--- src/rtl/deck_pkg.sv ---
`default_nettype none
// ============================================================================
//  Module   : deck_pkg
//  Brief    : Shared deck constants, dealer FSM state encoding and the
//             card-code range check used by the dealer and the shuffler.
//  Revision : 1.0 - initial release
// ============================================================================
package deck_pkg;

    localparam int DECK_SIZE = 52;
    localparam int CARD_W    = 6;
    localparam int RANKS     = 13;

    // Dealer FSM state encoding
    localparam logic [1:0] ST_EMPTY   = 2'd0;
    localparam logic [1:0] ST_IDLE    = 2'd1;
    localparam logic [1:0] ST_READ    = 2'd2;
    localparam logic [1:0] ST_CAPTURE = 2'd3;

    // True when the code names a real card (0..DECK_SIZE-1)
    function automatic logic card_in_range(input logic [CARD_W-1:0] code);
        return (code < CARD_W'(DECK_SIZE));
    endfunction

endpackage
`default_nettype wire

--- src/rtl/card_value_lut.sv ---
`default_nettype none
// ============================================================================
//  Module   : card_value_lut
//  Brief    : Combinational card code -> blackjack value and ace flag.
//             Out-of-range codes map to value 0, not an ace.
//  Revision : 1.0 - initial release
// ============================================================================
module card_value_lut
    import deck_pkg::*;
(
    input  logic [CARD_W-1:0] i_code,
    output logic [3:0]        o_value,
    output logic              o_is_ace
);

    logic [CARD_W-1:0] w_rank;

    assign w_rank = i_code % CARD_W'(RANKS);

    // Rank 0 is the ace (1), ranks 1..9 are pip cards, 10..12 are faces (10)
    always_comb begin
        o_value  = 4'd0;
        o_is_ace = 1'b0;
        if (card_in_range(i_code)) begin
            o_is_ace = (w_rank == '0);
            if (w_rank == '0) begin
                o_value = 4'd1;
            end else if (w_rank <= CARD_W'(9)) begin
                o_value = w_rank[3:0] + 4'd1;
            end else begin
                o_value = 4'd10;
            end
        end
    end

endmodule
`default_nettype wire

--- src/rtl/deck_dealer.sv ---
`default_nettype none
// ============================================================================
//  Module   : deck_dealer
//  Brief    : Sequential reader of the shuffled deck RAM. Serves one-card
//             draw requests in deck order, tracks remaining cards and asks
//             for a reshuffle when a draw hits an empty deck.
//  Revision : 1.0 - initial release
// ============================================================================
module deck_dealer
    import deck_pkg::*;
(
    input  logic              clk,
    input  logic              rst,
    input  logic              shuffle_done,
    input  logic              draw_req,
    output logic [CARD_W-1:0] mem_addr,
    output logic              mem_rd,
    input  logic [CARD_W-1:0] mem_data,
    output logic              draw_ack,
    output logic [CARD_W-1:0] card,
    output logic [3:0]        card_value,
    output logic              card_is_ace,
    output logic [CARD_W-1:0] cards_left,
    output logic              deck_empty,
    output logic              busy,
    output logic              reshuffle_req
);

    logic [1:0]        r_state;
    logic [CARD_W-1:0] r_ptr;
    logic [CARD_W-1:0] r_cards_left;
    logic              r_deck_empty;
    logic [CARD_W-1:0] r_mem_addr;
    logic              r_mem_rd;
    logic              r_draw_ack;
    logic [CARD_W-1:0] r_card;
    logic [3:0]        r_card_value;
    logic              r_card_is_ace;
    logic              r_busy;
    logic              r_reshuffle_req;

    logic [3:0]        w_lut_value;
    logic              w_lut_is_ace;
    logic [CARD_W-1:0] w_left_next;

    card_value_lut u_lut (
        .i_code   (mem_data),
        .o_value  (w_lut_value),
        .o_is_ace (w_lut_is_ace)
    );

    // CAPTURE is only reachable with at least one card left, so no underflow
    assign w_left_next = r_cards_left - CARD_W'(1);

    // Dealer FSM with counters; every output is registered
    always_ff @(posedge clk) begin
        if (rst) begin
            r_state         <= ST_EMPTY;
            r_ptr           <= '0;
            r_cards_left    <= '0;
            r_deck_empty    <= 1'b1;
            r_mem_addr      <= '0;
            r_mem_rd        <= 1'b0;
            r_draw_ack      <= 1'b0;
            r_card          <= '0;
            r_card_value    <= 4'd0;
            r_card_is_ace   <= 1'b0;
            r_busy          <= 1'b0;
            r_reshuffle_req <= 1'b0;
        end else begin
            r_draw_ack      <= 1'b0;
            r_reshuffle_req <= 1'b0;
            if (shuffle_done) begin
                // Fresh deck: abort any draw in flight, card outputs untouched
                r_state      <= ST_IDLE;
                r_ptr        <= '0;
                r_cards_left <= CARD_W'(DECK_SIZE);
                r_deck_empty <= 1'b0;
                r_mem_rd     <= 1'b0;
                r_busy       <= 1'b0;
            end else begin
                case (r_state)
                    ST_EMPTY: begin
                        if (draw_req) begin
                            r_reshuffle_req <= 1'b1;
                        end
                    end
                    ST_IDLE: begin
                        if (draw_req) begin
                            r_state    <= ST_READ;
                            r_mem_addr <= r_ptr;
                            r_mem_rd   <= 1'b1;
                            r_busy     <= 1'b1;
                        end
                    end
                    ST_READ: begin
                        r_mem_rd <= 1'b0;
                        r_state  <= ST_CAPTURE;
                    end
                    ST_CAPTURE: begin
                        r_card        <= mem_data;
                        r_card_value  <= w_lut_value;
                        r_card_is_ace <= w_lut_is_ace;
                        r_draw_ack    <= 1'b1;
                        r_busy        <= 1'b0;
                        r_ptr         <= r_ptr + CARD_W'(1);
                        r_cards_left  <= w_left_next;
                        r_deck_empty  <= (w_left_next == '0);
                        r_state       <= (w_left_next == '0) ? ST_EMPTY : ST_IDLE;
                    end
                    default: begin
                        r_state <= ST_EMPTY;
                    end
                endcase
            end
        end
    end

    assign mem_addr      = r_mem_addr;
    assign mem_rd        = r_mem_rd;
    assign draw_ack      = r_draw_ack;
    assign card          = r_card;
    assign card_value    = r_card_value;
    assign card_is_ace   = r_card_is_ace;
    assign cards_left    = r_cards_left;
    assign deck_empty    = r_deck_empty;
    assign busy          = r_busy;
    assign reshuffle_req = r_reshuffle_req;

endmodule
`default_nettype wire
--- config.mk ---
export PLATFORM = sky130hd
export DESIGN_NAME = deck_dealer
export DESIGN_NICKNAME = d
export VERILOG_FILES = /design/src/rtl/deck_pkg.sv /design/src/rtl/card_value_lut.sv /design/src/rtl/deck_dealer.sv
export SDC_FILE = /design/constraint.sdc
export NUM_CORES = 1
export LEC_CHECK = 0
export CORE_ASPECT_RATIO = 1.75
export CORE_MARGIN = 2
export CORE_UTILIZATION = 48
export CTS_CLUSTER_DIAMETER = 80
export CTS_CLUSTER_SIZE = 25
export DETAILED_ROUTE_END_ITERATION = 12
export PLACE_DENSITY = 0.81
export SETUP_SLACK_MARGIN = 0.5
export SLEW_MARGIN = 20
export SYNTH_ARGS = -nofsm -noshare
export SYNTH_HDL_FRONTEND = slang
export SYNTH_HIERARCHICAL = 1
export SYNTH_SLANG_ARGS = --single-unit
--- constraint.sdc ---
create_clock -name clk -period 4 [get_ports clk]
set_input_delay 0.6 -clock clk [delete_from_list [all_inputs] [get_ports clk]]
set_output_delay 0.6 -clock clk [all_outputs]
set_load 0.01 [all_outputs]
==> results_dict.tcl <==
set metrics [dict create \
    worstSetupPathType "in2reg" \
    cp_num_buf_inv 6 \
    report.final.slew_viol_count 0 \
    path_cells "buf_6 -> and4b_2 -> a21oi_4 -> ha_4 -> and4bb_4 -> a21oi_4 -> mux2i_4 -> nand3_2 -> and2b_4 -> xor2_4 -> buf_6 -> buf_6 -> ha_4 -> buf_4 -> inv_2 -> o32a_1 -> buf_4 -> nor2_4 -> a311oi_2 -> nand2_1 -> a21oi_2" \
    worstMarginPinSlew_ns 0.9094 \
    synthMuxAreaShare_pct 4.011 \
    final_nets 343 \
    netlist_instances 259 \
    final_cell_mix "41 x nand2_1, 36 x dfxtp_1, 33 x buf_4" \
    reg2reg_slack_ns 2.00 \
    num_rows 32 \
    diodes 0 \
    clkSinkCount 36 \
    portBuffers 37 \
    yosysWarnings 6 \
    max_cap_viol_count 0 \
    cp_top_family "compound AO/OA/AOI/OAI gates" \
    drtAntennaViolNets 0 \
    hold_path_class "reg2reg" \
    fin_ws_ns 0.3998 \
    grt_max_degree 24 \
    cpMostUsedCell "buf_6" \
    syn-num-nets 276 \
    path_max_fanout 4 \
    first_iter_violations 68 \
    cp.required_ns 4.21 \
    cts_buffer_depth 2 \
    crit_path_end_kind "flop" \
    synth-simple-area-share_pct 25.96 \
    cp-start-kind "input pin" \
    synth_edf_count 0 \
    boundaryPins 38 \
    min_period_ns 3.600 \
    grt_pass1_wl_um 9729 \
    layout-area-overhead-vs-synth_pct 39.66 \
    period_share_pct 90.00 \
    wl_per_cell_um 16.01 \
    synth_cell_types 69 \
    synth_top_family_by_area "simple AND/OR/NAND/NOR gates" \
    fp.dieW_um 54.98 \
    vias_per_cell 5.804 \
    cts_max_level 2 \
    synth_compound_area_share_pct 22.69 \
    syn_area_um2 2183 \
    seq_area_frac_synth_pct 33.01 \
    fp.coreArea_um2 4404 \
    finalClockSkew_ns 0.006027 \
    synth_top_cells_by_area "dfxtp_1 33%, nand2_1 7.2%, a21oi_1 5.0%" \
    tns_ns 0 \
    numCtsBuffers 5 \
    place.gp.congestion 0.8883 \
    dp_slack_ns -0.2736 \
    max_slew_margin_pct 39.15 \
    outcome "finished, final reports clean" \
    hold_violations 0 \
    cp_slowest_stage_delay_ns 0.29 \
    routed-via-count 2194 \
    clkTransAtPathRegs_ns 0.07 \
    p_leak_nw 1.122 \
    power_density_nw_per_um2 297.8 \
    fmax_ghz 0.2778 \
    synth-seq-cells 36 \
    place_area_um2 2768 \
    synth_fa_ha_area_share_pct 4.011 \
    synthArstFlopShare_pct 0 \
    fillers 338 \
    yosys.area.top_type "dfxtp_1" \
    place.detailed.hpwl_um 4342 \
    grt_overflow 0 \
    avgSynthCellArea_um2 8.430 \
    crit_slowest_cell "mux2i_4" \
    finalInstanceArea_um2 3049 \
    clk_latency_ns 0.28 \
    final_common_cell "nand2_1" \
    cts_hold_buf 0 \
    drc 0 \
    routed_wl_um 6050 \
    dieArea_um2 5125 \
    antenna_found_initial 0 \
    die_y_um 93.22 \
    track_usage_pct 25.47 \
    synth_flop_cell "dfxtp_1" \
    first_pass_iters 4 \
    cts_tree "done" \
    synth-xor-area-share_pct 5.960 \
    cts_root_buffer "clkbuf_8" \
    rsz0062_at_grt "true" \
    arrival_ns 3.81 \
    synth_top_area_share_pct 33.01 \
    setup_viol 0 \
    initial_core_util_pct 49.57 \
    irDropWorstVdd_mv 0.3093 \
    final_layout_size_suffix_gt1_share_pct 27.83 \
    grt_pass1_vias 2189 \
]
==> state kept, by name (all words and copies together) (netlist names) <==
name	count
mem_addr	6
r_state	2
deck_empty	1
card_value	4
card_is_ace	1
cards_left	6
busy	1
card	6
draw_ack	1
mem_rd	1
r_ptr	6
reshuffle_req	1
==> layout make-up <==
cell class              count  area [um^2]  share of cell area [%]
multi-input cells         203         1504                   49.32
flip-flops and latches     36        720.7                   23.64
repair buffers             72        638.1                   20.93
clock buffers               6        82.58                   2.708
well taps                  51        63.81                   2.093
inverters                   8        30.03                  0.9848
clock inverters             2        10.01                  0.3283
==> where the power goes <==
part | leakage, nW | internal [mW] | switching (mW)
sequential | 0.292 | 0.364 | 0.00721
clock | 0.0510 | 0.137 | 0.123
combinational | 0.779 | 0.140 | 0.136
total | 1.12 | 0.642 | 0.267
==> metrics by stage <==
stage | power [mW] | utilization [%] | hold WS (ns) | std cells
after floorplan | 0.5232 | - | 0.4614 | 259
after global placement | 0.5946 | 62.84 | 0.4450 | 357
after detailed placement | 0.5972 | 62.84 | 0.4485 | 357
after CTS | 0.8813 | 66.88 | 0.4603 | 372
after global routing | 0.9476 | 69.23 | 0.4746 | 378
final | 0.9081 | 69.23 | 0.4573 | 378
==> cells by family after synthesis <==
group	Yosys count
adders and majority gates	7
AOI/OAI and AO/OA	64
buffers and inverters	20
DFF	36
and+or+nand+nor	110
muxes	8
xor gates and xnor gates	14
==> synthesized netlist by cell type, types with 3 or more instances <==
library cell / instances
nand2_1: 42
o21a_1: 4
xnor2_1: 4
inv_1: 8
nor2b_1: 3
ha_1: 7
xor2_1: 9
clkbuf_1: 5
a21oi_1: 22
mux2i_1: 6
nor3_2: 4
nor2_1: 29
buf_2: 4
dfxtp_1: 36
nand2b_1: 4
a221oi_1: 3
nand3_1: 3
nand4_1: 3
o21ai_0: 3
a211oi_1: 3
==> per-layer routing <==
layer  wire, um  global-route usage (%)  part of all wire [%]  up-vias
met5          0                       0                     0        -
met4        328                   15.85                   5.4        0
met3        208                   3.035                   3.4       23
met2       3260                   44.94                    54       75
met1       2253                   26.62                    37     1046
li1           -                       -                     -     1050
==> worst min-delay path: stages, from the launching register on <==
cell and delay [ns]:
dfxtp_1 0.31, nand2_1 0.05, a21oi_1 0.05
==> path summary, 6_finish.rpt <==
| path | from | end | depth (start not counted) |
|---|---|---|---|
| setup / recovery | mem_data[4] | card_value[1]$_SDFFE_PP0P_ | 21 |
| hold / removal | card[3]$_SDFFE_PP0P_ | card[3]$_SDFFE_PP0P_ | 2 |
| setup reg to reg | r_state[1]$_SDFFE_PP0P_ | card_value[1]$_SDFFE_PP0P_ | 4 |
| hold reg to reg | card[3]$_SDFFE_PP0P_ | card[3]$_SDFFE_PP0P_ | 2 |
==> repair_timing <==
action | in CTS | in global routing
resized for setup | 26 | 15
setup buffers | 7 | 6
gates cloned | 0 | 0
pin swaps | 18 | 19
setup endpoints to repair | 5 | 5
Power figures use the tool's default switching activity.
